## src/rtl/mips_multicycle_control_if.sv

```systemverilog
// Control bundle between the multicycle MIPS main controller and its datapath.
// master: the controller (takes opcode/mem_ready, drives enables, selects, debug state).
// slave:  the datapath side (drives opcode/mem_ready, consumes the controls).
interface mips_multicycle_control_if;
  logic [5:0] opcode;        // IR[31:26]
  logic       mem_ready;     // memory finished the current access this cycle
  logic       pc_write;
  logic       pc_write_cond;
  logic       i_or_d;
  logic       mem_read;
  logic       mem_write;
  logic       mem_to_reg;
  logic       ir_write;
  logic       reg_write;
  logic       reg_dst;
  logic       alu_src_a;
  logic [1:0] alu_src_b;     // 00 B, 01 const 4, 10 imm, 11 imm<<2
  logic [1:0] alu_op;        // 00 add, 01 sub, 10 funct
  logic [1:0] pc_source;     // 00 ALU, 01 ALUOut, 10 jump target
  logic       illegal_op;    // pulse in DECODE on an unsupported opcode
  logic [3:0] state;         // debug view of the FSM state

  modport master (
    input  opcode, mem_ready,
    output pc_write, pc_write_cond, i_or_d, mem_read, mem_write, mem_to_reg,
           ir_write, reg_write, reg_dst, alu_src_a, alu_src_b, alu_op,
           pc_source, illegal_op, state
  );

  modport slave (
    output opcode, mem_ready,
    input  pc_write, pc_write_cond, i_or_d, mem_read, mem_write, mem_to_reg,
           ir_write, reg_write, reg_dst, alu_src_a, alu_src_b, alu_op,
           pc_source, illegal_op, state
  );
endinterface

```

## src/rtl/mips_multicycle_control.sv

```systemverilog
// Main control FSM of the multicycle MIPS datapath: fetch/decode/execute/memory/write-back
// sequencing with Moore outputs; FETCH, MEMRD and MEMWR stall until mem_ready.
// Ports: clk, reset (async, active-high), bus (mips_multicycle_control_if.master).
// Optional build macro MIPS_CTRL_ADDI_EN adds addi support (states ADDIEX/ADDIWB);
// without it opcode 001000 is reported as illegal.
module mips_multicycle_control (
  input  logic                        clk,
  input  logic                        reset,
  mips_multicycle_control_if.master   bus
);

  localparam logic [5:0] OP_RTYPE = 6'b000000;
  localparam logic [5:0] OP_LW    = 6'b100011;
  localparam logic [5:0] OP_SW    = 6'b101011;
  localparam logic [5:0] OP_BEQ   = 6'b000100;
  localparam logic [5:0] OP_J     = 6'b000010;
`ifdef MIPS_CTRL_ADDI_EN
  localparam logic [5:0] OP_ADDI  = 6'b001000;
`endif

  typedef enum logic [3:0] {
    FETCH  = 4'd0,
    DECODE = 4'd1,
    MEMADR = 4'd2,
    MEMRD  = 4'd3,
    MEMWB  = 4'd4,
    MEMWR  = 4'd5,
    EXEC   = 4'd6,
    RWB    = 4'd7,
    BRANCH = 4'd8,
    JUMP   = 4'd9
`ifdef MIPS_CTRL_ADDI_EN
    ,
    ADDIEX = 4'd10,
    ADDIWB = 4'd11
`endif
  } state_t;

  state_t state_q, state_d;

  logic       pc_write_c, pc_write_cond_c, i_or_d_c, mem_read_c, mem_write_c;
  logic       mem_to_reg_c, ir_write_c, reg_write_c, reg_dst_c, alu_src_a_c;
  logic [1:0] alu_src_b_c, alu_op_c, pc_source_c;
  logic       illegal_op_c;

  always_ff @(posedge clk or posedge reset) begin
    if (reset) state_q <= FETCH;
    else       state_q <= state_d;
  end

  always_comb begin
    state_d         = state_q;
    pc_write_c      = 1'b0;
    pc_write_cond_c = 1'b0;
    i_or_d_c        = 1'b0;
    mem_read_c      = 1'b0;
    mem_write_c     = 1'b0;
    mem_to_reg_c    = 1'b0;
    ir_write_c      = 1'b0;
    reg_write_c     = 1'b0;
    reg_dst_c       = 1'b0;
    alu_src_a_c     = 1'b0;
    alu_src_b_c     = 2'b00;
    alu_op_c        = 2'b00;
    pc_source_c     = 2'b00;
    illegal_op_c    = 1'b0;

    case (state_q)
      FETCH: begin
        mem_read_c  = 1'b1;
        alu_src_b_c = 2'b01;
        ir_write_c  = bus.mem_ready;
        pc_write_c  = bus.mem_ready;
        state_d     = bus.mem_ready ? DECODE : FETCH;
      end
      DECODE: begin
        // Branch target PC + (imm<<2) is precomputed here into ALUOut.
        alu_src_b_c = 2'b11;
        case (bus.opcode)
          OP_LW, OP_SW: state_d = MEMADR;
          OP_RTYPE:     state_d = EXEC;
          OP_BEQ:       state_d = BRANCH;
          OP_J:         state_d = JUMP;
`ifdef MIPS_CTRL_ADDI_EN
          OP_ADDI:      state_d = ADDIEX;
`endif
          default: begin
            state_d      = FETCH;
            illegal_op_c = 1'b1;
          end
        endcase
      end
      MEMADR: begin
        alu_src_a_c = 1'b1;
        alu_src_b_c = 2'b10;
        // IR is held, so the opcode is still valid here.
        if (bus.opcode == OP_LW)      state_d = MEMRD;
        else if (bus.opcode == OP_SW) state_d = MEMWR;
        else                          state_d = FETCH;
      end
      MEMRD: begin
        mem_read_c = 1'b1;
        i_or_d_c   = 1'b1;
        state_d    = bus.mem_ready ? MEMWB : MEMRD;
      end
      MEMWB: begin
        reg_write_c  = 1'b1;
        mem_to_reg_c = 1'b1;
        state_d      = FETCH;
      end
      MEMWR: begin
        mem_write_c = 1'b1;
        i_or_d_c    = 1'b1;
        state_d     = bus.mem_ready ? FETCH : MEMWR;
      end
      EXEC: begin
        alu_src_a_c = 1'b1;
        alu_op_c    = 2'b10;
        state_d     = RWB;
      end
      RWB: begin
        reg_write_c = 1'b1;
        reg_dst_c   = 1'b1;
        state_d     = FETCH;
      end
      BRANCH: begin
        alu_src_a_c     = 1'b1;
        alu_op_c        = 2'b01;
        pc_write_cond_c = 1'b1;
        pc_source_c     = 2'b01;
        state_d         = FETCH;
      end
      JUMP: begin
        pc_write_c  = 1'b1;
        pc_source_c = 2'b10;
        state_d     = FETCH;
      end
`ifdef MIPS_CTRL_ADDI_EN
      ADDIEX: begin
        alu_src_a_c = 1'b1;
        alu_src_b_c = 2'b10;
        state_d     = ADDIWB;
      end
      ADDIWB: begin
        reg_write_c = 1'b1;
        state_d     = FETCH;
      end
`endif
      default: state_d = FETCH;  // unused codes recover with all outputs low
    endcase
  end

  // Reset pulls state to FETCH asynchronously; the strobes are also masked by
  // reset directly so FETCH's mem_ready-gated writes cannot fire while held.
  assign bus.pc_write      = pc_write_c      & ~reset;
  assign bus.pc_write_cond = pc_write_cond_c & ~reset;
  assign bus.ir_write      = ir_write_c      & ~reset;
  assign bus.reg_write     = reg_write_c     & ~reset;
  assign bus.mem_write     = mem_write_c     & ~reset;
  assign bus.i_or_d        = i_or_d_c;
  assign bus.mem_read      = mem_read_c;
  assign bus.mem_to_reg    = mem_to_reg_c;
  assign bus.reg_dst       = reg_dst_c;
  assign bus.alu_src_a     = alu_src_a_c;
  assign bus.alu_src_b     = alu_src_b_c;
  assign bus.alu_op        = alu_op_c;
  assign bus.pc_source     = pc_source_c;
  assign bus.illegal_op    = illegal_op_c;
  assign bus.state         = state_q;

endmodule

```

## src/flat_wrapper.sv

```systemverilog
// flat-port wrapper written by rule: the top's interface ports become plain ports
module mips_multicycle_control_flat 
  (clk, reset, bus_opcode, bus_mem_ready, bus_pc_write, bus_pc_write_cond, bus_i_or_d, bus_mem_read, bus_mem_write, bus_mem_to_reg, bus_ir_write, bus_reg_write, bus_reg_dst, bus_alu_src_a, bus_alu_src_b, bus_alu_op, bus_pc_source, bus_illegal_op, bus_state);
  mips_multicycle_control_if bus_i ();
  input  logic clk;
  input  logic reset;
  input wire logic [$bits(bus_i.opcode)-1:0] bus_opcode;
  input wire logic [$bits(bus_i.mem_ready)-1:0] bus_mem_ready;
  output wire logic [$bits(bus_i.pc_write)-1:0] bus_pc_write;
  output wire logic [$bits(bus_i.pc_write_cond)-1:0] bus_pc_write_cond;
  output wire logic [$bits(bus_i.i_or_d)-1:0] bus_i_or_d;
  output wire logic [$bits(bus_i.mem_read)-1:0] bus_mem_read;
  output wire logic [$bits(bus_i.mem_write)-1:0] bus_mem_write;
  output wire logic [$bits(bus_i.mem_to_reg)-1:0] bus_mem_to_reg;
  output wire logic [$bits(bus_i.ir_write)-1:0] bus_ir_write;
  output wire logic [$bits(bus_i.reg_write)-1:0] bus_reg_write;
  output wire logic [$bits(bus_i.reg_dst)-1:0] bus_reg_dst;
  output wire logic [$bits(bus_i.alu_src_a)-1:0] bus_alu_src_a;
  output wire logic [$bits(bus_i.alu_src_b)-1:0] bus_alu_src_b;
  output wire logic [$bits(bus_i.alu_op)-1:0] bus_alu_op;
  output wire logic [$bits(bus_i.pc_source)-1:0] bus_pc_source;
  output wire logic [$bits(bus_i.illegal_op)-1:0] bus_illegal_op;
  output wire logic [$bits(bus_i.state)-1:0] bus_state;
  assign bus_i.opcode = bus_opcode;
  assign bus_i.mem_ready = bus_mem_ready;
  assign bus_pc_write = bus_i.pc_write;
  assign bus_pc_write_cond = bus_i.pc_write_cond;
  assign bus_i_or_d = bus_i.i_or_d;
  assign bus_mem_read = bus_i.mem_read;
  assign bus_mem_write = bus_i.mem_write;
  assign bus_mem_to_reg = bus_i.mem_to_reg;
  assign bus_ir_write = bus_i.ir_write;
  assign bus_reg_write = bus_i.reg_write;
  assign bus_reg_dst = bus_i.reg_dst;
  assign bus_alu_src_a = bus_i.alu_src_a;
  assign bus_alu_src_b = bus_i.alu_src_b;
  assign bus_alu_op = bus_i.alu_op;
  assign bus_pc_source = bus_i.pc_source;
  assign bus_illegal_op = bus_i.illegal_op;
  assign bus_state = bus_i.state;
  mips_multicycle_control u_core (.clk(clk), .reset(reset), .bus(bus_i));
endmodule
```

## config.mk

```make
export PLATFORM = sky130hd
export DESIGN_NAME = mips_multicycle_control_flat
export DESIGN_NICKNAME = d
export VERILOG_FILES = /design/src/rtl/mips_multicycle_control_if.sv /design/src/rtl/mips_multicycle_control.sv /design/src/flat_wrapper.sv
export SDC_FILE = /design/constraint.sdc
export NUM_CORES = 1
export LEC_CHECK = 0
export ABC_AREA = 1
export CAP_MARGIN = 20
export CORE_UTILIZATION = 34
export DETAILED_ROUTE_END_ITERATION = 10
export PLACE_DENSITY = 0.76
export SYNTH_ARGS = -nofsm -noshare
export SYNTH_HDL_FRONTEND = slang
export SYNTH_SLANG_ARGS = --single-unit
```

## constraint.sdc

```tcl
create_clock -name clk -period 1.25 [get_ports clk]
set_input_delay 0.25 -clock clk [delete_from_list [all_inputs] [get_ports clk]]
set_output_delay 0.25 -clock clk [all_outputs]
set_load 0.005 [all_outputs]
```

## After elaboration in Yosys (flattened, before gate mapping)

Cells that the tools add are included.

| storage, ports and cells | value |
|---|---|
| register bits after elaboration | 4 |
| input bits | 9 |
| output and inout port bits | 21 |
| word-level logic and storage cells | 50 |

| operators by class | value |
|---|---|
| equality and inequality tests | 13 |
| muxes and demuxes | 22 |
| bitwise operators | 6 |
| reduce and logical (&&, ||, !) cells | 8 |

Operators with widths:

| kind | count |
|---|---|
| $pmux 4 s6 | 1 |
| $eq 4x3->1 const B | 4 |
| $pmux 4 s4 | 1 |
| $eq 6x6->1 const B | 2 |
| $mux 1 | 12 |
| $mux 3 | 3 |
| $eq 4x2->1 const B | 2 |
| $eq 4x4->1 const B | 2 |
| $pmux 2 s2 | 2 |
| $reduce_or 2->1 | 4 |
| $eq 6x2->1 const B | 1 |
| $eq 6x3->1 const B | 1 |
| $logic_not 6->1 | 1 |
| $pmux 2 s3 | 1 |
| $and 1x1->1 | 5 |
| $reduce_or 5->1 | 1 |
| $eq 4x1->1 const B | 1 |
| $logic_not 4->1 | 1 |
| $mux 4 | 1 |
| $reduce_or 3->1 | 1 |
| $pmux 1 s2 | 1 |
| $not 1->1 | 1 |

## Longest topological paths before layout

| depth | value |
|---|---|
| depth after elaboration | 4 |
| depth in mapped cells | 7 |
| depth with buffers taken out | 7 |

## Least setup slack after synthesis

No wires, ideal clock.

| timing path | value |
|---|---|
| kind | reg2out |
| start | register u_core.state_q[1], in the netlist u_core.bus.state[1] |
| end | output bus_reg_write |
| data arrival time | 1011 ps |
| data required time | 1000 ps |
| path slack | -11 ps |
| cell stages (with the launch flop) | 6 |
| path buffers | 0 |
| cell sequence | dfrtp_1 > nor2_1 > inv_1 > nor2_1 > nor2_1 > nor2_1 |

| on the way | value |
|---|---|
| word-level cells in the longest chain between the ends | 4 |
| elaborated cells on any way between the ends | 5 |
| classes of those cells | eq/ne: 2; mux: 1; bitwise: 1; reduce/logical: 1 |

RTL lines:

| element | RTL line | text |
|---|---|---|
| from (decl) | mips_multicycle_control.sv:39 | `state_t state_q, state_d;` |
| from (signal assigned) | mips_multicycle_control.sv:48 | `else state_q <= state_d;` |
| $eq 4x3->1 | mips_multicycle_control.sv:68 | `case (state_q)` |
| $reduce_or 2->1 (no line) (*) | - |  |
| $mux 1 (*) | mips_multicycle_control.sv:68 |  |
| $and 1x1->1 (*) | mips_multicycle_control.sv:158 | `assign bus.reg_write = reg_write_c & ~reset;` |
| to (decl) | flat_wrapper.sv:16 | `output wire logic [$bits(bus_i.reg_write)-1:0] bus_reg_write;` |

Mark *: on every way between the ends. The rest lies on a longest branch, timed or not.

## Worst setup path after layout

| timing path | value |
|---|---|
| start | register u_core.state_q[3], in the netlist u_core.bus.state[3] |
| end | output bus_ir_write |

| on the way | value |
|---|---|
| word-level cells in the longest chain between the ends | 3 |

RTL lines:

| element | RTL line | text |
|---|---|---|
| $logic_not 4->1 | mips_multicycle_control.sv:68 |  |
| $mux 1 | mips_multicycle_control.sv:68 |  |
| $and 1x1->1 | mips_multicycle_control.sv:157 | `assign bus.ir_write = ir_write_c & ~reset;` |
| to (decl) | flat_wrapper.sv:15 | `output wire logic [$bits(bus_i.ir_write)-1:0] bus_ir_write;` |

Every way passes these cells.

==> run metrics <==
Synth Area in Simple Gates 58.6%; die height roughly 40 um; FF+latch count, synth 4; Post-Syn Nets between 90 and 100; layout cells sized above 1 63.3%; CTS Buf Count 3; asr flop ratio synth 100%; GPL Wtd Cong about 0.88; largest family of logic cells by synthesized area simple AND/OR/NAND/NOR gates; Synth Area in Compound Gates 4.32%; Root Buffer clkbuf_4; post-route total power 0.000573 W; Peak VDD IR 0.499 mV; post-DR vias/cell 5.25; Synth Cell Area 463 um^2; TritonRoute pass-1 iters 4; antenna violations before repair 0; starting density of the core 39.0%; number of core rows 12; buffer and inverter count on the worst path 2; CTS tree built; Hold Vio Cnt, Final 0; WL/cell 16.2 um; Synth Area in XOR/XNOR 0%; crit path cell chain nor2_4 -> nand3_2 -> buf_4 -> nor2_2 -> buf_2; Max clock buf depth 2; violated checks negative setup slack; CP max FO 4; Hold Path Class input port to async pin; Layout Utilization between 90% and 100%; P&R area growth vs syn 145%; Worst Skew 0.00956 ns; min cycle time layout 1.63 ns; Static Leak 0.649 nW; design area around 1100 um^2; Sink Count 4; Final setup violation count 21; mux share of post-synthesis cell area 0%; Post-DP Area just over 900 um^2; Avg Synthesized Cell Area roughly 5.4 um^2; Fillers 28; Routed Antenna Nets 0; DRC Markers 0; Global Route Usage Sum about 29%; antenna cells 0; register area 104 um^2; final period utilization 130%; Max Fclk 615 MHz; EDFF count, synth 0; CP required 1.00 ns; PnR worst setup slack -0.377 ns; Unique masters post-synth 14; Slowest-stage cell, CP dfrtp_2; RSZ-0062 raised after global routing yes; IO Pins 30; status finished with violations; Power Dens Cells 506 nW/um^2; Post-DP HPWL 1.23 mm; Worst Setup Start Kind flop; Final nets 158; port buffer count 29; hold slack final 0.580 ns; area of the multi-input gates 417 um^2; max cap viols 0; H-tree depth 1; full die area 1510 um^2; floorplan core area 1190 um^2; CP top delay family flip-flops; Setup Crit Path Kind flop to primary output; final wirelength 2.61 mm; Max-slew headroom 78.4%; setup_tns -5.39 ns; Synth Area in Adders 0%; first-pass GRT wire length 2.94 mm; vias in the first global route 706; Vias 845; max reg flops 4; Largest stage delay, worst path 0.44 ns; Reg clk slew, reported paths 0.04 ns; final count of pins violating max slew 0; largest net degree at the start of global routing 7; crit path DAT 1.38 ns; Post-synth top flop dfrtp_1; cell count after synthesis 85; DRC marker count from the first detailed-route iteration 33; GRT overflow 0; Seq/Total Area, Yosys between 20% and 30%; die width 38.9 um; YS warnings 0; Worst-Margin Slew between 0.3 and 0.4 ns; CP endpoint kind primary output; Clk Latency, worst-skew pair 0.24 ns
-- cell usage after synthesis, types with 2 or more instances --
cell type | number | area (um^2)
nor2_1 | 21 | 78.8
inv_1 | 17 | 63.8
nand2_1 | 15 | 56.3
nand3_1 | 12 | 60.1
dfrtp_1 | 4 | 100
a21oi_1 | 3 | 15.0
nor2_4 | 3 | 33.8
inv_2 | 2 | 7.51
nand2_2 | 2 | 12.5
nand4_1 | 2 | 12.5
-- cell usage in the layout (no fill, tap or decap), drive strengths merged --
cell type	count
dlymetal6s2s	1
inv	19
clkbuf	3
nand4	2
dfrtp	4
nand3	12
or2	1
a21oi	3
o21ai	1
dlygate4sd2	1
nor2	25
clkdlybuf4s50	9
buf	48
nand2	17
nor3	1
-- power breakdown --
group	internal [W]	switching, W	leakage (nW)	total [W]
Clock	0.000107	0.0000524	0.0138	0.000160
Sequential	0.000135	0.00000884	0.0498	0.000144
Combinational	0.000141	0.000127	0.586	0.000269
Total	0.000384	0.000189	0.649	0.000573
-- metal layers --
layer	global-route usage [%]	vias to the layer above	wire [um]
met1	29.9	384	935
met3	4.62	18	198
met5	0	-	0
met2	55.0	55	1310
li1	-	388	-
met4	15.5	0	161
-- through the flow --
stage / setup slack [ns] / cells
floorplan: 0.0216 / 85
global placement: -0.584 / 146
detailed placement: -0.611 / 146
CTS: -0.335 / 160
global route: -0.419 / 161
finish: -0.377 / 161
-- layout make-up --
class	count	share of cell area (%)
multi-input cells	62	36.8
flip-flops and latches	4	9.17
inverters	19	6.30
clock buffers	3	1.99
repair buffers	59	44.2
well taps	14	1.55
-- cells by family after synthesis --
family / count (synthesis)
AOI/OAI and AO/OA: 4
buffers and inverters: 19
DFF: 4
and+or+nand+nor: 58
-- worst register-to-register path, delay by kind of cell (launching register included) --
kind | cells | cell delay [ns]
flops | 1 | 0.44
simple gates | 5 | 0.47
buf+inv | 4 | 0.44
-- worst paths after layout --
check / depth (start not counted) / slack, ns / startpoint / endpoint
max: 5 / -0.38 / u_core.bus.state[3]$_DFF_PP0_ / bus_ir_write
max reg2reg: 9 / -0.15 / u_core.bus.state[0]$_DFF_PP0_ / u_core.bus.state[0]$_DFF_PP0_
min in group clk: 3 / 0.70 / bus_opcode[3] / u_core.bus.state[2]$_DFF_PP0_
max in group asynchronous: 3 / 0.48 / reset / u_core.bus.state[1]$_DFF_PP0_
min: 3 / 0.58 / reset / u_core.bus.state[3]$_DFF_PP0_
min reg2reg: 5 / 0.85 / u_core.bus.state[2]$_DFF_PP0_ / u_core.bus.state[3]$_DFF_PP0_
-- what timing repair did --
action	4_1_cts	5_1_grt
pin swaps	18	16
cloned	0	0
hold buffers	0	0
buffers inserted	14	2
endpoints found under the setup margin	23	23
gates resized for setup	105	27
Note: power is estimated with default switching activity, not from simulation.
